File: config.mk
export PLATFORM = sky130hd
export DESIGN_NAME = alu_arbiter_2ch
export DESIGN_NICKNAME = d
export VERILOG_FILES = /design/src/rtl/alu_pkg.sv /design/src/rtl/alu_core.sv /design/src/rtl/alu_arbiter_2ch.sv
export SDC_FILE = /design/constraint.sdc
export NUM_CORES = 1
export LEC_CHECK = 0
export CORE_UTILIZATION = 28
export CTS_BUF_LIST = sky130_fd_sc_hd__clkbuf_8 sky130_fd_sc_hd__clkbuf_16
export DETAILED_ROUTE_END_ITERATION = 10
export PLACE_DENSITY = 0.49
export SLEW_MARGIN = 25
export SYNTH_ARGS = -nofsm -noshare
export SYNTH_HDL_FRONTEND = slang
export SYNTH_SLANG_ARGS = --single-unit
File: constraint.sdc
create_clock -name clk -period 6.1 [get_ports clk]
set_input_delay 1.83 -clock clk [delete_from_list [all_inputs] [get_ports clk]]
set_output_delay 1.83 -clock clk [all_outputs]
set_load 0.005 [all_outputs]
File: src/rtl/alu_pkg.sv
// Shared definitions for the two-channel ALU arbiter: data width,
// opcode encoding and a small zero-detect helper.
package alu_pkg;

  localparam int DATA_W = 8;

  typedef enum logic [2:0] {
    OP_OR   = 3'b000,
    OP_AND  = 3'b001,
    OP_XOR  = 3'b010,
    OP_NOT  = 3'b011,
    OP_ADD  = 3'b100,
    OP_SUB  = 3'b101,
    OP_INCA = 3'b110,
    OP_INCB = 3'b111
  } alu_op_t;

  // True when every bit of the ALU result is clear.
  function automatic logic is_zero(input logic [DATA_W-1:0] value);
    return value == '0;
  endfunction

endpackage

File: src/rtl/alu_core.sv
// Purely combinational 8-bit ALU. Arithmetic results are truncated to
// DATA_W bits, so add, subtract and the increments all wrap modulo 256.
import alu_pkg::*;

module alu_core (
  input  logic [2:0]        op,
  input  logic [DATA_W-1:0] a,
  input  logic [DATA_W-1:0] b,
  output logic [DATA_W-1:0] s
);

  alu_op_t op_dec;

  assign op_dec = alu_op_t'(op);

  // Opcode decode; every encoding is defined, the default only guards X.
  always_comb begin
    s = '0;
    unique case (op_dec)
      OP_OR:   s = a | b;
      OP_AND:  s = a & b;
      OP_XOR:  s = a ^ b;
      OP_NOT:  s = ~a;
      OP_ADD:  s = a + b;
      OP_SUB:  s = a - b;
      OP_INCA: s = a + DATA_W'(1);
      OP_INCB: s = b + DATA_W'(1);
      default: s = '0;
    endcase
  end

endmodule

File: src/rtl/alu_arbiter_2ch.sv
// Round-robin arbiter in front of one shared ALU. Two requesters hand in
// (op, a, b) on valid/ready; the winner's operands go straight through the
// ALU and the answer lands in a one-entry result register that has its own
// valid/ready handshake. Per-requester counters tally consumed results.
import alu_pkg::*;

module alu_arbiter_2ch (
  input  logic              clk,
  input  logic              rst,
  input  logic [1:0]        req_valid,
  output logic [1:0]        req_ready,
  input  logic [2:0]        req0_op,
  input  logic [2:0]        req1_op,
  input  logic [DATA_W-1:0] req0_a,
  input  logic [DATA_W-1:0] req0_b,
  input  logic [DATA_W-1:0] req1_a,
  input  logic [DATA_W-1:0] req1_b,
  output logic              res_valid,
  input  logic              res_ready,
  output logic [DATA_W-1:0] res_data,
  output logic              res_id,
  output logic              res_zero,
  output logic [7:0]        busy_cnt0,
  output logic [7:0]        busy_cnt1
);

  logic              last_grant;
  logic [1:0]        grant;
  logic              free;
  logic              transfer;
  logic              consume;
  logic              sel;
  logic [2:0]        alu_op;
  logic [DATA_W-1:0] alu_a;
  logic [DATA_W-1:0] alu_b;
  logic [DATA_W-1:0] alu_s;

  // Grant the lone valid requester, or on contention the one that did not win last.
  always_comb begin
    grant = 2'b00;
    unique case (req_valid)
      2'b01:   grant = 2'b01;
      2'b10:   grant = 2'b10;
      2'b11:   grant = last_grant ? 2'b01 : 2'b10;
      default: grant = 2'b00;
    endcase
  end

  // The result slot can take a new entry when empty or being drained this cycle.
  // req_ready is forced low while reset is held so nothing looks accepted.
  always_comb begin
    free      = !res_valid || res_ready;
    req_ready = rst ? 2'b00 : (grant & {2{free}});
    transfer  = |(req_valid & req_ready);
    consume   = res_valid && res_ready;
    sel       = grant[1];
  end

  // Steer the granted requester's operation into the single ALU.
  always_comb begin
    alu_op = req0_op;
    alu_a  = req0_a;
    alu_b  = req0_b;
    if (sel) begin
      alu_op = req1_op;
      alu_a  = req1_a;
      alu_b  = req1_b;
    end
  end

  alu_core u_alu_core (
    .op (alu_op),
    .a  (alu_a),
    .b  (alu_b),
    .s  (alu_s)
  );

  // One-entry result register: load on accept, otherwise empty when consumed.
  always_ff @(posedge clk or posedge rst) begin
    if (rst) begin
      res_valid <= 1'b0;
      res_data  <= '0;
      res_id    <= 1'b0;
      res_zero  <= 1'b0;
    end else if (transfer) begin
      res_valid <= 1'b1;
      res_data  <= alu_s;
      res_id    <= sel;
      res_zero  <= is_zero(alu_s);
    end else if (consume) begin
      res_valid <= 1'b0;
    end
  end

  // Remember who won last; reset to 1 so requester 0 takes the first tie.
  always_ff @(posedge clk or posedge rst) begin
    if (rst) begin
      last_grant <= 1'b1;
    end else if (transfer) begin
      last_grant <= sel;
    end
  end

  // Count consumed results against the requester that produced them.
  always_ff @(posedge clk or posedge rst) begin
    if (rst) begin
      busy_cnt0 <= 8'd0;
      busy_cnt1 <= 8'd0;
    end else if (consume) begin
      if (res_id) begin
        busy_cnt1 <= busy_cnt1 + 8'd1;
      end else begin
        busy_cnt0 <= busy_cnt0 + 8'd1;
      end
    end
  end

endmodule

==> summary.txt, run 1 <==
PD cells = 239 nW/um^2
# Post-CTS Setup Buffers = 0
Finished Layout Cells = 554
CTS resizes = 0
Seq/Total Area, Yosys = 23.2%
Setup TNS = 0 ns
CP Launch Type = input port
Compound-Gate Fraction of Synth Area = 16.1%
DIE WIDTH = 106 um
Largest net degree at the start of global routing = 29
Die area = 11200 sq um
Placer Congestion = 0.916
Final Max Tran Viols = 0
Setup violators final = 0
Relative slew slack = 46.4%
H-tree levels = 1
I/O Buffers = 71
First-pass GRT wire length = 14.1 mm
Total track usage = 15.8%
I/O pin cnt = 72
Total iterations of the first detailed-routing run = 4
Routed wire length = 8.97 mm
Slew @ Worst Pin = 0.782 ns
# clock sinks = 28
Max_cap viols = 0
Congestion Overflow GR = 0
Main synth FF type = dfrtp_1
RSZ-0062 raised after global routing = false
Post-route total power = 0.000952 W
Initial Utilization = 29.1%
Post-synth EDFFs = 0
Most frequent cells in the layout = 71 x clkdlybuf4s50_1, 33 x nand2_1, 29 x mux2i_1, 27 x dfrtp_1
CTS tree = built
Required @ worst endpoint = 4.27 ns
Antenna violations before repair = 0
Endpoints failing hold = 0
Main combinational cell family by area after synthesis = simple AND/OR/NAND/NOR gates
Synth-to-Final Area Change = 31.5%
Synthesized cell area = 3030 sq um
Clock Tree Buf Depth = 2
Crit path kind = input port to output port
Floorplan die height = 106 um
Max Fclk = 183 MHz
Dpl cells = 550
N_diodes = 0
Pre-CTS worst setup slack = 0.421 ns
Post-synthesis simple-gate area fraction = 19.2%
Filler Cell Count = 1090
Maximum VDD drop = 0.000195 V
Seq cells post-synth = 28
Floorplan Core Area = 10400 sq um
Synth Area per Inst = 8.85 sq um
Mapped Cells = 342
Wire per inst = 16.2 um
Inserted Clock Buffers = 3
Hold slack = 0.471 ns
Cts hold-fix bufs = 0
CP arrival = 3.62 ns
Post-synthesis adder-cell area fraction = 9.76%
Clock skew = 0.00284 ns
Post-synthesis mux area share = 17.0%
Final period util = 89.4%
Via density = 5.25
Setup WS post-layout = 0.649 ns
DRC errors left = 0
Root Buffer = clkbuf_8
Vias in the first global route = 2804
Drt first-iter violations = 156
DP HPWL = 7.34 mm
Most common cell after layout, fill and taps aside = clkdlybuf4s50_1
P_leak = 1.68 nW
Xor and xnor area share after synthesis = 8.97%
Distinct cells, synth = 61
Nets = 485
Proportion of layout cells with a drive suffix above 1 = 10.0%
Worst-path fanout max = 19
Post-layout min period = 5.45 ns
Antenna Nets Post-Route = 0
Worst Hold Class = flop to flop
Cell Rows = 37
Via count = 2909
Critical Path End Type = output port
Net Count, Synth = 408
Clk slew on worst S/H paths = 0.09 ns
Synth warnings = 0
Clock Latency Late Sink = 0.27 ns
Outcome = finished, final reports clean
Asr flop ratio synth = 100%
through the flow:
step	utilization [%]	area, sq um
finish	38.2	3980
global route	38.2	3980
CTS	38.2	3980
detailed placement	37.5	3910
global placement	37.5	3910
floorplan	-	3030
power by group:
group          switching, W  internal (W)
logic              0.000240      0.000271
clock network     0.0000581     0.0000879
registers         0.0000544      0.000240
layer usage:
layer | vias up | share of wire (%) | track usage, %
li1 | 1413 | - | -
met1 | 1361 | 44 | 19.4
met2 | 113 | 48 | 28.9
met3 | 22 | 4.2 | 1.10
met4 | 0 | 3.3 | 5.56
met5 | - | 0 | 0
final cells by class:
cell class | instances | area [sq um] | area share (%)
multi-input cells | 280 | 2150 | 54.1
repair buffers | 82 | 793 | 19.9
flip-flops and latches | 28 | 702 | 17.6
well taps | 136 | 170 | 4.27
inverters | 24 | 90.1 | 2.26
clock buffers | 3 | 41.3 | 1.04
clock inverters | 1 | 30.0 | 0.754
worst paths after layout:
kind	start	end	slack, ns	cells past startpoint
hold reg to reg	busy_cnt0[7]	busy_cnt0[7]	0.47	1
setup / recovery	req_valid[1]	req_ready[1]	0.65	5
max in group asynchronous	rst	res_valid	3.73	2
setup reg to reg	last_grant	res_data[7]	2.28	15
min in group asynchronous	rst	res_id	1.99	2
hold / removal	busy_cnt0[7]	busy_cnt0[7]	0.47	1
synth_stat cells, drive strengths merged (2+ instances only):
cell type / count / area share (%)
a2111oi: 3 / 0.87
a211oi: 5 / 1.6
a21o: 2 / 0.50
a21oi: 19 / 3.1
a31oi: 4 / 0.83
a32oi: 2 / 0.58
and2: 2 / 0.41
and3: 6 / 1.2
and4: 4 / 1.2
buf: 9 / 2.6
dfrtp: 27 / 22
ha: 22 / 9.1
inv: 24 / 3.0
mux2: 10 / 3.8
mux2i: 35 / 13
nand2: 34 / 4.3
nand3: 16 / 2.6
nand4: 6 / 1.4
nand4b: 2 / 0.58
nor2: 8 / 0.99
nor2b: 4 / 0.83
nor3: 10 / 1.7
nor3b: 8 / 2.0
o211ai: 3 / 0.74
o21ai: 17 / 2.8
o22ai: 3 / 0.62
o311ai: 2 / 0.58
o31ai: 2 / 0.50
or3: 3 / 0.62
or4: 2 / 0.50
xnor2: 22 / 6.4
xor2: 9 / 2.6
state kept, by name, indices dropped and copies added, names as in the netlist:
name	count
busy_cnt0	8
busy_cnt1	8
last_grant	1
res_data	8
res_id	1
res_valid	1
res_zero	1
critical path: stages:
cell,delay (ns)
clkdlybuf4s50_1,0.55
a21boi_1,0.23
buf_4,0.30
and2_1,0.20
clkdlybuf4s50_1,0.50
cells by family after synthesis:
| logic type | Yosys count |
|---|---|
| XOR/XNOR | 31 |
| AND/OR/NAND/NOR | 109 |
| flip-flops | 28 |
| adder cells (fa/ha/maj) | 23 |
| buffers and inverters | 34 |
| AO/OA/AOI/OAI | 72 |
| multiplexers | 45 |
Note: power is estimated with default switching activity, not from simulation.
==> run 2, diff against run 1 <==
--- a/config.mk
+++ b/config.mk
@@ -5,6 +5,7 @@
 export SDC_FILE = /design/constraint.sdc
 export NUM_CORES = 1
 export LEC_CHECK = 0
+export ABC_AREA = 1
 export CORE_UTILIZATION = 28
 export CTS_BUF_LIST = sky130_fd_sc_hd__clkbuf_8 sky130_fd_sc_hd__clkbuf_16
 export DETAILED_ROUTE_END_ITERATION = 10
@@ -12,4 +13,5 @@
 export SLEW_MARGIN = 25
 export SYNTH_ARGS = -nofsm -noshare
 export SYNTH_HDL_FRONTEND = slang
+export SYNTH_HIERARCHICAL = 1
 export SYNTH_SLANG_ARGS = --single-unit
==> run 2 against run 1 <==
Compared with the run above: sequential power is 2% higher; core utilization is 1.2 points lower; via count increased by 5.1%; maximum frequency is 2.8% higher; clock skew barely moved; wire length down 10%; clock power down 32%; global-route usage fell by 1.4 points.
==> summary.txt, run 2 <==
DP HPWL = 6.79 mm (was 7.34 mm)
I/O Buffers = 71 (unchanged)
Required @ worst endpoint = 6.31 ns (was 4.27 ns)
Max_cap viols = 0 (unchanged)
Largest net degree at the start of global routing = 20 (was 29)
Most frequent cells in the layout = 134 x nand2_1, 74 x inv_1, 71 x clkdlybuf4s50_1, 43 x nand3_1 (was 71 x clkdlybuf4s50_1, 33 x nand2_1, 29 x mux2i_1, 27 x dfrtp_1)
Worst-path fanout max = 19 (unchanged)
Root Buffer = clkbuf_8 (unchanged)
Floorplan Core Area = 10800 sq um (was 10400 sq um)
DIE WIDTH = 107 um (was 106 um)
Final Max Tran Viols = 0 (unchanged)
Clock Latency Late Sink = 0.27 ns (about the same)
Largest regs = busy_cnt0 (8), busy_cnt1 (8), res_data (8) (unchanged)
Inserted Clock Buffers = 3 (unchanged)
Synth area leader = dfrtp_1 (unchanged)
Filler Cell Count = 1188 (was 1090)
Clock skew = 0.00333 ns (was 0.00284 ns)
Setup TNS = 0 ns (unchanged)
Synth-to-Final Area Change = 28.9% (was 31.5%)
Seq cells post-synth = 28 (unchanged)
Most common cell after layout, fill and taps aside = nand2_1 (was clkdlybuf4s50_1)
Die area = 11500 sq um (was 11200 sq um)
CTS tree = built (unchanged)
Critical Path End Type = flop (was output port)
Maximum VDD drop = 0.000124 V (was 0.000195 V)
Mapped Cells = 452 (was 342)
Most common cell in the netlist = nand2_1 (unchanged)
Area contributors post-synth = dfrtp_1 22%, nand2_1 16%, ha_1 11% (was dfrtp_1 22%, mux2i_1 9.6%, ha_1 9.1%)
Antenna Nets Post-Route = 0 (unchanged)
Synth warnings = 6 (was 0)
Total iterations of the first detailed-routing run = 4 (unchanged)
DRC errors left = 0 (unchanged)
Synth Area per Inst = 6.86 sq um (was 8.85 sq um)
Via count = 3058 (was 2909)
First-pass GRT wire length = 13.4 mm (was 14.1 mm)
CP arrival = 5.51 ns (was 3.62 ns)
Proportion of layout cells with a drive suffix above 1 = 10.7% (was 10.0%)
Initial Utilization = 28.7% (was 29.1%)
Synth top cells by count = 134 x nand2_1, 73 x inv_1, 43 x nand3_1 (was 33 x nand2_1, 29 x mux2i_1, 27 x dfrtp_1)
PD cells = 244 nW/um^2 (was 239 nW/um^2)
Synthesized cell area = 3100 sq um (was 3030 sq um)
N_diodes = 0 (unchanged)
Congestion Overflow GR = 0 (unchanged)
Highest Signal Layer = met4 (unchanged)
Clk slew on worst S/H paths = 0.09 ns (about the same)
Crit path kind = input port to flop (was input port to output port)
Cell Rows = 38 (was 37)
Post-route total power = 0.000976 W (was 0.000952 W)
Main synth FF type = dfrtp_1 (unchanged)
Outcome = finished, final reports clean (unchanged)
Clock Tree Buf Depth = 2 (unchanged)
Setup violators final = 0 (unchanged)
Met2 WL = 3.99 mm (was 4.30 mm)
Asr flop ratio synth = 100% (unchanged)
Final period util = 86.9% (was 89.4%)
Slew @ Worst Pin = 0.439 ns (was 0.782 ns)
Endpoints failing hold = 0 (unchanged)
Worst Hold Class = flop to flop (unchanged)
Vias in the first global route = 2892 (was 2804)
M1 wire length = 3.69 mm (was 3.99 mm)
RSZ-0062 raised after global routing = false (unchanged)
Routed wire length = 8.07 mm (was 8.97 mm)
Total track usage = 14.4% (was 15.8%)
Pre-CTS worst setup slack = 0.508 ns (was 0.421 ns)
CP Launch Type = input port (unchanged)
# clock sinks = 28 (unchanged)
Setup WS post-layout = 0.798 ns (was 0.649 ns)
Seq/Total Area, Yosys = 22.6% (was 23.2%)
I/O pin cnt = 72 (unchanged)
H-tree levels = 1 (unchanged)
Cts hold-fix bufs = 0 (unchanged)
Wire per inst = 12.1 um (was 16.2 um)
Placer Congestion = 0.838 (was 0.916)
Relative slew slack = 70.3% (was 46.4%)
Via density = 4.61 (was 5.25)
Hold slack = 0.521 ns (was 0.471 ns)
Max Fclk = 189 MHz (was 183 MHz)
Drt first-iter violations = 134 (was 156)
# Post-CTS Setup Buffers = 0 (unchanged)
Post-synth EDFFs = 0 (unchanged)
Floorplan die height = 107 um (was 106 um)
CTS resizes = 0 (unchanged)
Area share of the largest cell type after synthesis = 21.8% (was 22.3%)
Net Count, Synth = 523 (was 408)
Antenna violations before repair = 0 (unchanged)
Met3 WL = 329 um (was 377 um)
Nets = 596 (was 485)
Distinct cells, synth = 41 (was 61)
Fin util = 37.0% (was 38.2%)
Post-layout min period = 5.30 ns (was 5.45 ns)
P_leak = 2.05 nW (was 1.68 nW)
-- run 2: cell families (layout without fill, tap and decap cells) --
group           count (synthesis)  in the layout  synth area share, %
simple gates                  245            245                 35.8
compound gates                 35             35                 6.94
flops                          28             28                 22.6
mux                            19             19                 8.11
xor+xnor                       12             12                 3.39
fa+ha+maj                      28             28                 11.5
buf+inv                        85            157                 11.6
-- run 2: power breakdown --
group          total [W]  leakage, nW  internal (W)  switching (W)
combinational   0.000573         1.67      0.000277       0.000296
sequential      0.000302        0.359      0.000244      0.0000578
clock           0.000100       0.0269     0.0000451      0.0000552
total           0.000976         2.05      0.000567       0.000409
-- run 2: final cells by class --
type | count | area, sq um | area share [%]
inverter | 78 | 294 | 7.36
clock buffer | 3 | 41.3 | 1.03
multi-input combinational | 339 | 2040 | 51.0
timing repair buffer | 75 | 741 | 18.5
sequential | 28 | 702 | 17.6
tap | 140 | 175 | 4.38
clock inverter | 1 | 3.75 | 0.0940
-- run 2: final timing paths --
check | to | start | slack (ns) | cells after the start
max | res_zero | req_valid[0] | 0.80 | 24
min | last_grant | last_grant | 0.52 | 2
max reg2reg | res_zero | last_grant | 2.33 | 23
min reg2reg | last_grant | last_grant | 0.52 | 2
max in group asynchronous | res_valid | rst | 3.79 | 4
min in group asynchronous | busy_cnt0[5] | rst | 1.86 | 3
-- run 2: per-stage QoR --
step | area [sq um] | std cells
global placement | 3950 | 660
global route | 4000 | 664
detailed placement | 3950 | 660
floorplan | 3100 | 452
finish | 4000 | 664
CTS | 4000 | 664
-- run 2: critical path, cell delays in order --
cell and delay (ns):
clkdlybuf4s50_1 0.49, nand2_1 0.12, nand2_4 0.27, mux2_2 0.43
inv_1 0.11, ha_1 0.15, inv_1 0.06, o31ai_1 0.29
xor2_1 0.18, inv_1 0.06, ha_1 0.33, nand2_1 0.10
or2_2 0.31, nand3_1 0.07, nand2_1 0.05, nand3_1 0.07
nand2_1 0.06, inv_1 0.05, nand3_1 0.09, nor2_1 0.11
nand2_1 0.05, nor2_1 0.08, nand2_1 0.06, nand2_1 0.06
-- run 2: per-layer routing --
metal,global-route usage (%),vias up
met5,0,-
met4,2.45,0
met3,0.912,8
met2,26.8,78
met1,18.3,1384
li1,-,1588
==> run 3, diff against run 2 <==
--- a/config.mk
+++ b/config.mk
@@ -9,6 +9,7 @@
 export CORE_UTILIZATION = 28
 export CTS_BUF_LIST = sky130_fd_sc_hd__clkbuf_8 sky130_fd_sc_hd__clkbuf_16
 export DETAILED_ROUTE_END_ITERATION = 10
+export GPL_TIMING_DRIVEN = 1
 export PLACE_DENSITY = 0.49
 export SLEW_MARGIN = 25
 export SYNTH_ARGS = -nofsm -noshare
==> results of run 3 <==
Same layout as run 2: the final DEF is identical, and so are final timing and power.
==> RTL change 1: new RTL, flow settings as in run 1 <==
Reset style: synchronous (`rst`), changed in 3 clocked blocks.
--- a/src/rtl/alu_arbiter_2ch.sv
+++ b/src/rtl/alu_arbiter_2ch.sv
@@ -76,7 +76,7 @@
   );
 
   // One-entry result register: load on accept, otherwise empty when consumed.
-  always_ff @(posedge clk or posedge rst) begin
+  always_ff @(posedge clk) begin
     if (rst) begin
       res_valid <= 1'b0;
       res_data  <= '0;
@@ -93,7 +93,7 @@
   end
 
   // Remember who won last; reset to 1 so requester 0 takes the first tie.
-  always_ff @(posedge clk or posedge rst) begin
+  always_ff @(posedge clk) begin
     if (rst) begin
       last_grant <= 1'b1;
     end else if (transfer) begin
@@ -102,7 +102,7 @@
   end
 
   // Count consumed results against the requester that produced them.
-  always_ff @(posedge clk or posedge rst) begin
+  always_ff @(posedge clk) begin
     if (rst) begin
       busy_cnt0 <= 8'd0;
       busy_cnt1 <= 8'd0;
Check against the original RTL: differs if rst is asserted again (counterexample within 4 cycles, from zero or initial values and one cycle with rst high); with rst held inactive, the same outputs for 10 cycles.
==> RTL change 1 against run 1 <==
- worst setup slack lost 110 ps
- sequential cell count is the same
- critical path depth stayed put
- synthesized area is 3.8% higher
- cell area rose by 2.3%
- routed wire length grew 10%
- total power shrank 36%
- fmax fell by 1.9%
- synthesized cell count grew 13%
- largest power group unchanged
==> RTL change 1: results (changes against run 1) <==
* Post_cts resized at 0 (unchanged)
* Placer Congestion at 0.884 (-3.5%)
* Status: complete, no violations
* Peak supply drop at 92.0 uV (-53%)
* CTS Buf Count at 3 (unchanged)
* Synth area leaders: dfxtp_1, mux2i_1, ha_1
* Largest net degree at the start of global routing at 32 (+10%)
* Initial antenna violation count at 0 (unchanged)
* Clk Latency, worst-skew pair at 270 ps (about the same)
* Avg Cell Area, Syn at 8.09 um2 (-8.5%)
* Nets at 526 (+8.5%)
* Post-synth ARST share at 0 (-1.00)
* Vias at 3172 (+9.0%)
* Mapped Nets at 454 (+11%)
* Setup tns final at 0 ps (unchanged)
* Vias in the first global route at 3034 (+8.2%)
* Top FF cell, synth: dfxtp_1
* DP HPWL at 7.94 mm (+8.2%)
* Biggest regs: busy_cnt0 (8), busy_cnt1 (8), res_data (8)
* H-Tree Depth at 1 (unchanged)
* Ant diodes at 0 (unchanged)
* Least-Margin Pin Slew at 788 ps (+6.12 ps)
* Share of cells above drive strength 1 at 0.0939 (-0.00659)
* Buffers on Ports at 71 (unchanged)
* Postcts setup bufs at 0 (unchanged)
* Clk slew on worst S/H paths at 90 ps (about the same)
* Netlist cell types at 63 (+3.3%)
* TritonRoute pass-1 iters at 4 (unchanged)
* Hold Path Class: reg2reg
* # fillers at 1165 (+6.9%)
* Yosys Warn Count at 0 (unchanged)
* Deepest clock path buffer count at 2 (unchanged)
* Crit Path Category: in2out
* First-iteration detailed-routing DRC count at 200 (+28%)
* Root Buffer: clkbuf_8
* Arr. time, crit path at 3730 ps (+110 ps)
* First-pass GRT wire length at 15.9 mm (+12%)
* Crit Path Max Fanout at 31 (+12)
* Tot GR Track Use at 0.173 (+0.0154)
* Clock skew at 2.99 ps (+0.149 ps)
* Commonest cells post-synth: nor2_1, nand2_1, dfxtp_1, mux2i_1, ha_1
* Final setup fails at 0 (unchanged)
* Routed len/inst at 16.6 um (+2.3%)
* Static leakage at 1.58 nW (-6.0%)
* Sequential area share after synthesis at 0.178 (-0.0534)
-- RTL change 1: cell count changes after synthesis, moves of 4 or more --
cell / change
nand4_1: +6
o21ai_0: +4
inv_1: -8
buf_4: -4
clkbuf_1: +4
buf_2: +6
nor2_1: +25
xor2_1: +7
a211oi_1: +4
nand2b_1: +6
dfrtp_1: -27
dfxtp_1: +28
-- RTL change 1: routing by layer --
metal	track usage	share of wire	vias to the layer above
met1	0.239	0.47	1521
met4	0.0245	0.013	0
met2	0.293	0.46	85
met5	0	0	-
met3	0.0206	0.052	10
li1	-	-	1556
-- RTL change 1: per-stage QoR --
| step | std cells | area, um2 | setup WS, ps |
|---|---|---|---|
| global placement | 595 | 4030 | 462 |
| detailed placement | 595 | 4030 | 350 |
| global route | 598 | 4070 | 341 |
| finish | 598 | 4070 | 543 |
| CTS | 598 | 4070 | 527 |
| floorplan | 388 | 3140 | 716 |
-- RTL change 1: cells by family after synthesis --
logic type | count (synthesis) | share of synthesized area
flops | 28 | 0.178
simple gates | 146 | 0.240
fa+ha+maj | 23 | 0.0940
compound gates | 82 | 0.190
buf+inv | 33 | 0.0490
xor+xnor | 36 | 0.100
mux | 40 | 0.148
-- RTL change 1: power by group --
| group | internal, W | switching [W] | leakage [nW] |
|---|---|---|---|
| Clock | 0.0000443 | 0.0000543 | 0.0216 |
| Combinational | 0.000144 | 0.000175 | 1.33 |
| Sequential | 0.000190 | 0.00000540 | 0.228 |
| Total | 0.000379 | 0.000235 | 1.58 |
-- RTL change 1: path summary, 6_finish.rpt --
kind / startpoint / end / slack [ps] / cells after the start
worst max-delay path: req_valid[1] / req_ready[1] / 540 / 5
worst min-delay path: res_data[3] / res_data[3] / 460 / 2
worst max register to register: last_grant / res_zero / 2370 / 14
worst min register to register: res_data[3] / res_data[3] / 460 / 2
-- RTL change 1: area by class of cell --
cell class	instances	area share
Sequential cell	28	0.138
Clock buffer	3	0.0101
Tap cell	140	0.0430
Multi-Input combinational cell	327	0.596
Inverter	16	0.0148
Timing Repair Buffer	84	0.199
-- RTL change 1: worst max-delay path, stage by stage --
cell,delay (ps)
clkdlybuf4s50_1,550
a21boi_2,240
buf_4,360
and3_1,240
clkdlybuf4s50_1,500
==> RTL change 2: new RTL, settings of run 1 <==
Made on the original files. Set the package constant `DATA_W` to 6 (it was 8).
--- a/src/rtl/alu_pkg.sv
+++ b/src/rtl/alu_pkg.sv
@@ -2,7 +2,7 @@
 // opcode encoding and a small zero-detect helper.
 package alu_pkg;
 
-  localparam int DATA_W = 8;
+  localparam int DATA_W = 6;
 
   typedef enum logic [2:0] {
     OP_OR   = 3'b000,
Interface: changed (5 resized); port bits go from 72 to 62. No check against the original RTL was run, so the function may have changed too.
==> RTL change 2 against run 1 <==
- non-clock buffer count down 12
- synthesized area down 14%
- register-to-register slack better by 40 ps
- worst setup slack better by 9.3 ps
- hold slack better by 7.1 ps
- cell count down 17%
- cell area down 14%
- total power down 13%
- sequential share of layout area up 1.5 points
- sequential cell count down 2
- routed wire length down 14%
- critical endpoint is now req_ready[0]
- largest cell class unchanged
==> RTL change 2: results (changes against run 1) <==
* Status: complete, no violations
* Worst R2R End: res_data[4]
* Routed len/inst at 16.7 um (+3.2%)
* R2R Setup Slk at 2320 ps (+40 ps)
* Largest net degree at the start of global routing at 27 (-6.9%)
* TritonRoute pass-1 iters at 4 (unchanged)
* Start point of the critical path: res_ready
* Share of cells above drive strength 1 at 0.0963 (-0.00416)
* DP HPWL at 6.20 mm (-16%)
* Arr. time, crit path at 3610 ps (about the same)
* Placer Congestion at 0.927 (+1.1%)
* Netlist cell types at 55 (-9.8%)
* Tot GR Track Use at 0.163 (+0.00498)
* First-pass GRT wire length at 12.5 mm (-11%)
* First-iteration detailed-routing DRC count at 262 (+68%)
* Clock skew at 8.69 ps (+5.86 ps)
* Buffers on Ports at 61 (-14%)
* Peak supply drop at 113 uV (-42%)
* Crit Path Max Fanout at 5 (-14)
* Biggest regs: busy_cnt0 (8), busy_cnt1 (8), res_data (6)
* Mapped Nets at 345 (-15%)
* Synth area leaders: dfrtp_1, ha_1, mux2i_1
* Sequential area share after synthesis at 0.250 (+0.0177)
* Max_slew headroom at 0.487 (+0.0228)
* FF-to-FF path depth at 12 (-3)
* Commonest cells post-synth: dfrtp_1, mux2i_1, inv_1, nand3_1, ha_1
* CP endpoint: req_ready[0]
* Vias/cell at 5.30 (+0.84%)
* Vias in the first global route at 2376 (-15%)
* Nets at 409 (-16%)
==> RTL change 2: how the worst min path moves through the flow <==
stage                  from      endpoint  slack (ps)  depth (start not counted)
6_report       busy_cnt1[7]  busy_cnt1[7]         480                          1
5_1_grt        busy_cnt0[7]  busy_cnt0[7]         510                          1
4_1_cts        busy_cnt1[7]  busy_cnt1[7]         490                          1
3_5_place_dp   busy_cnt1[7]  busy_cnt1[7]         470                          1
3_3_place_gp   busy_cnt1[7]  busy_cnt1[7]         460                          1
2_1_floorplan  busy_cnt0[7]  busy_cnt0[7]         470                          1
==> RTL change 2: layer usage <==
layer	wire, um	vias to the layer above	share of wire	global-route usage
li1	-	1197	-	-
met1	3690	1178	0.48	0.219
met2	3600	58	0.47	0.276
met3	304	8	0.039	0.0213
met4	116	0	0.015	0.0425
met5	0	-	0	0
==> RTL change 2: per-stage QoR <==
step | area [um2] | total power (W) | worst slack (ps) | hold slack [ps] | cells
after floorplan | 2610 | 0.000503 | 1400 | 468 | 290
after global placement | 3340 | 0.000695 | 612 | 459 | 457
after detailed placement | 3340 | 0.000698 | 512 | 472 | 457
after CTS | 3420 | 0.000846 | 645 | 486 | 461
after global routing | 3420 | 0.000895 | 403 | 513 | 461
final | 3420 | 0.000832 | 659 | 478 | 461
==> RTL change 2: power breakdown <==
| group | switching, W | internal, W | leakage (nW) |
|---|---|---|---|
| logic | 0.000194 | 0.000225 | 1.12 |
| registers | 0.0000497 | 0.000221 | 0.329 |
| clock network | 0.0000538 | 0.0000878 | 0.0357 |
| total | 0.000298 | 0.000535 | 1.48 |
==> RTL change 2: cells by family after synthesis <==
kind of cell | Yosys count | synth area share
multiplexers | 35 | 0.147
XOR/XNOR | 26 | 0.0872
AND/OR/NAND/NOR | 78 | 0.161
AO/OA/AOI/OAI | 72 | 0.192
buffers and inverters | 33 | 0.0637
adder cells (fa/ha/maj) | 20 | 0.0987
flip-flops | 26 | 0.250
==> RTL change 2: area by class of cell <==
| cell class | instances | area (um2) |
|---|---|---|
| Fill cell | 913 | 5480 |
| Multi-Input combinational cell | 231 | 1800 |
| Tap cell | 108 | 135 |
| Clock inverter | 1 | 30.0 |
| Sequential cell | 26 | 652 |
| Clock buffer | 3 | 41.3 |
| Timing Repair Buffer | 70 | 678 |
| Inverter | 22 | 82.6 |
==> RTL change 2: worst max-delay path, cell delays in order <==
cell and delay, ps:
clkdlybuf4s50_1 520, inv_1 70, a21oi_1 380, nand2_1 90, a21oi_1 190, clkdlybuf4s50_1 530
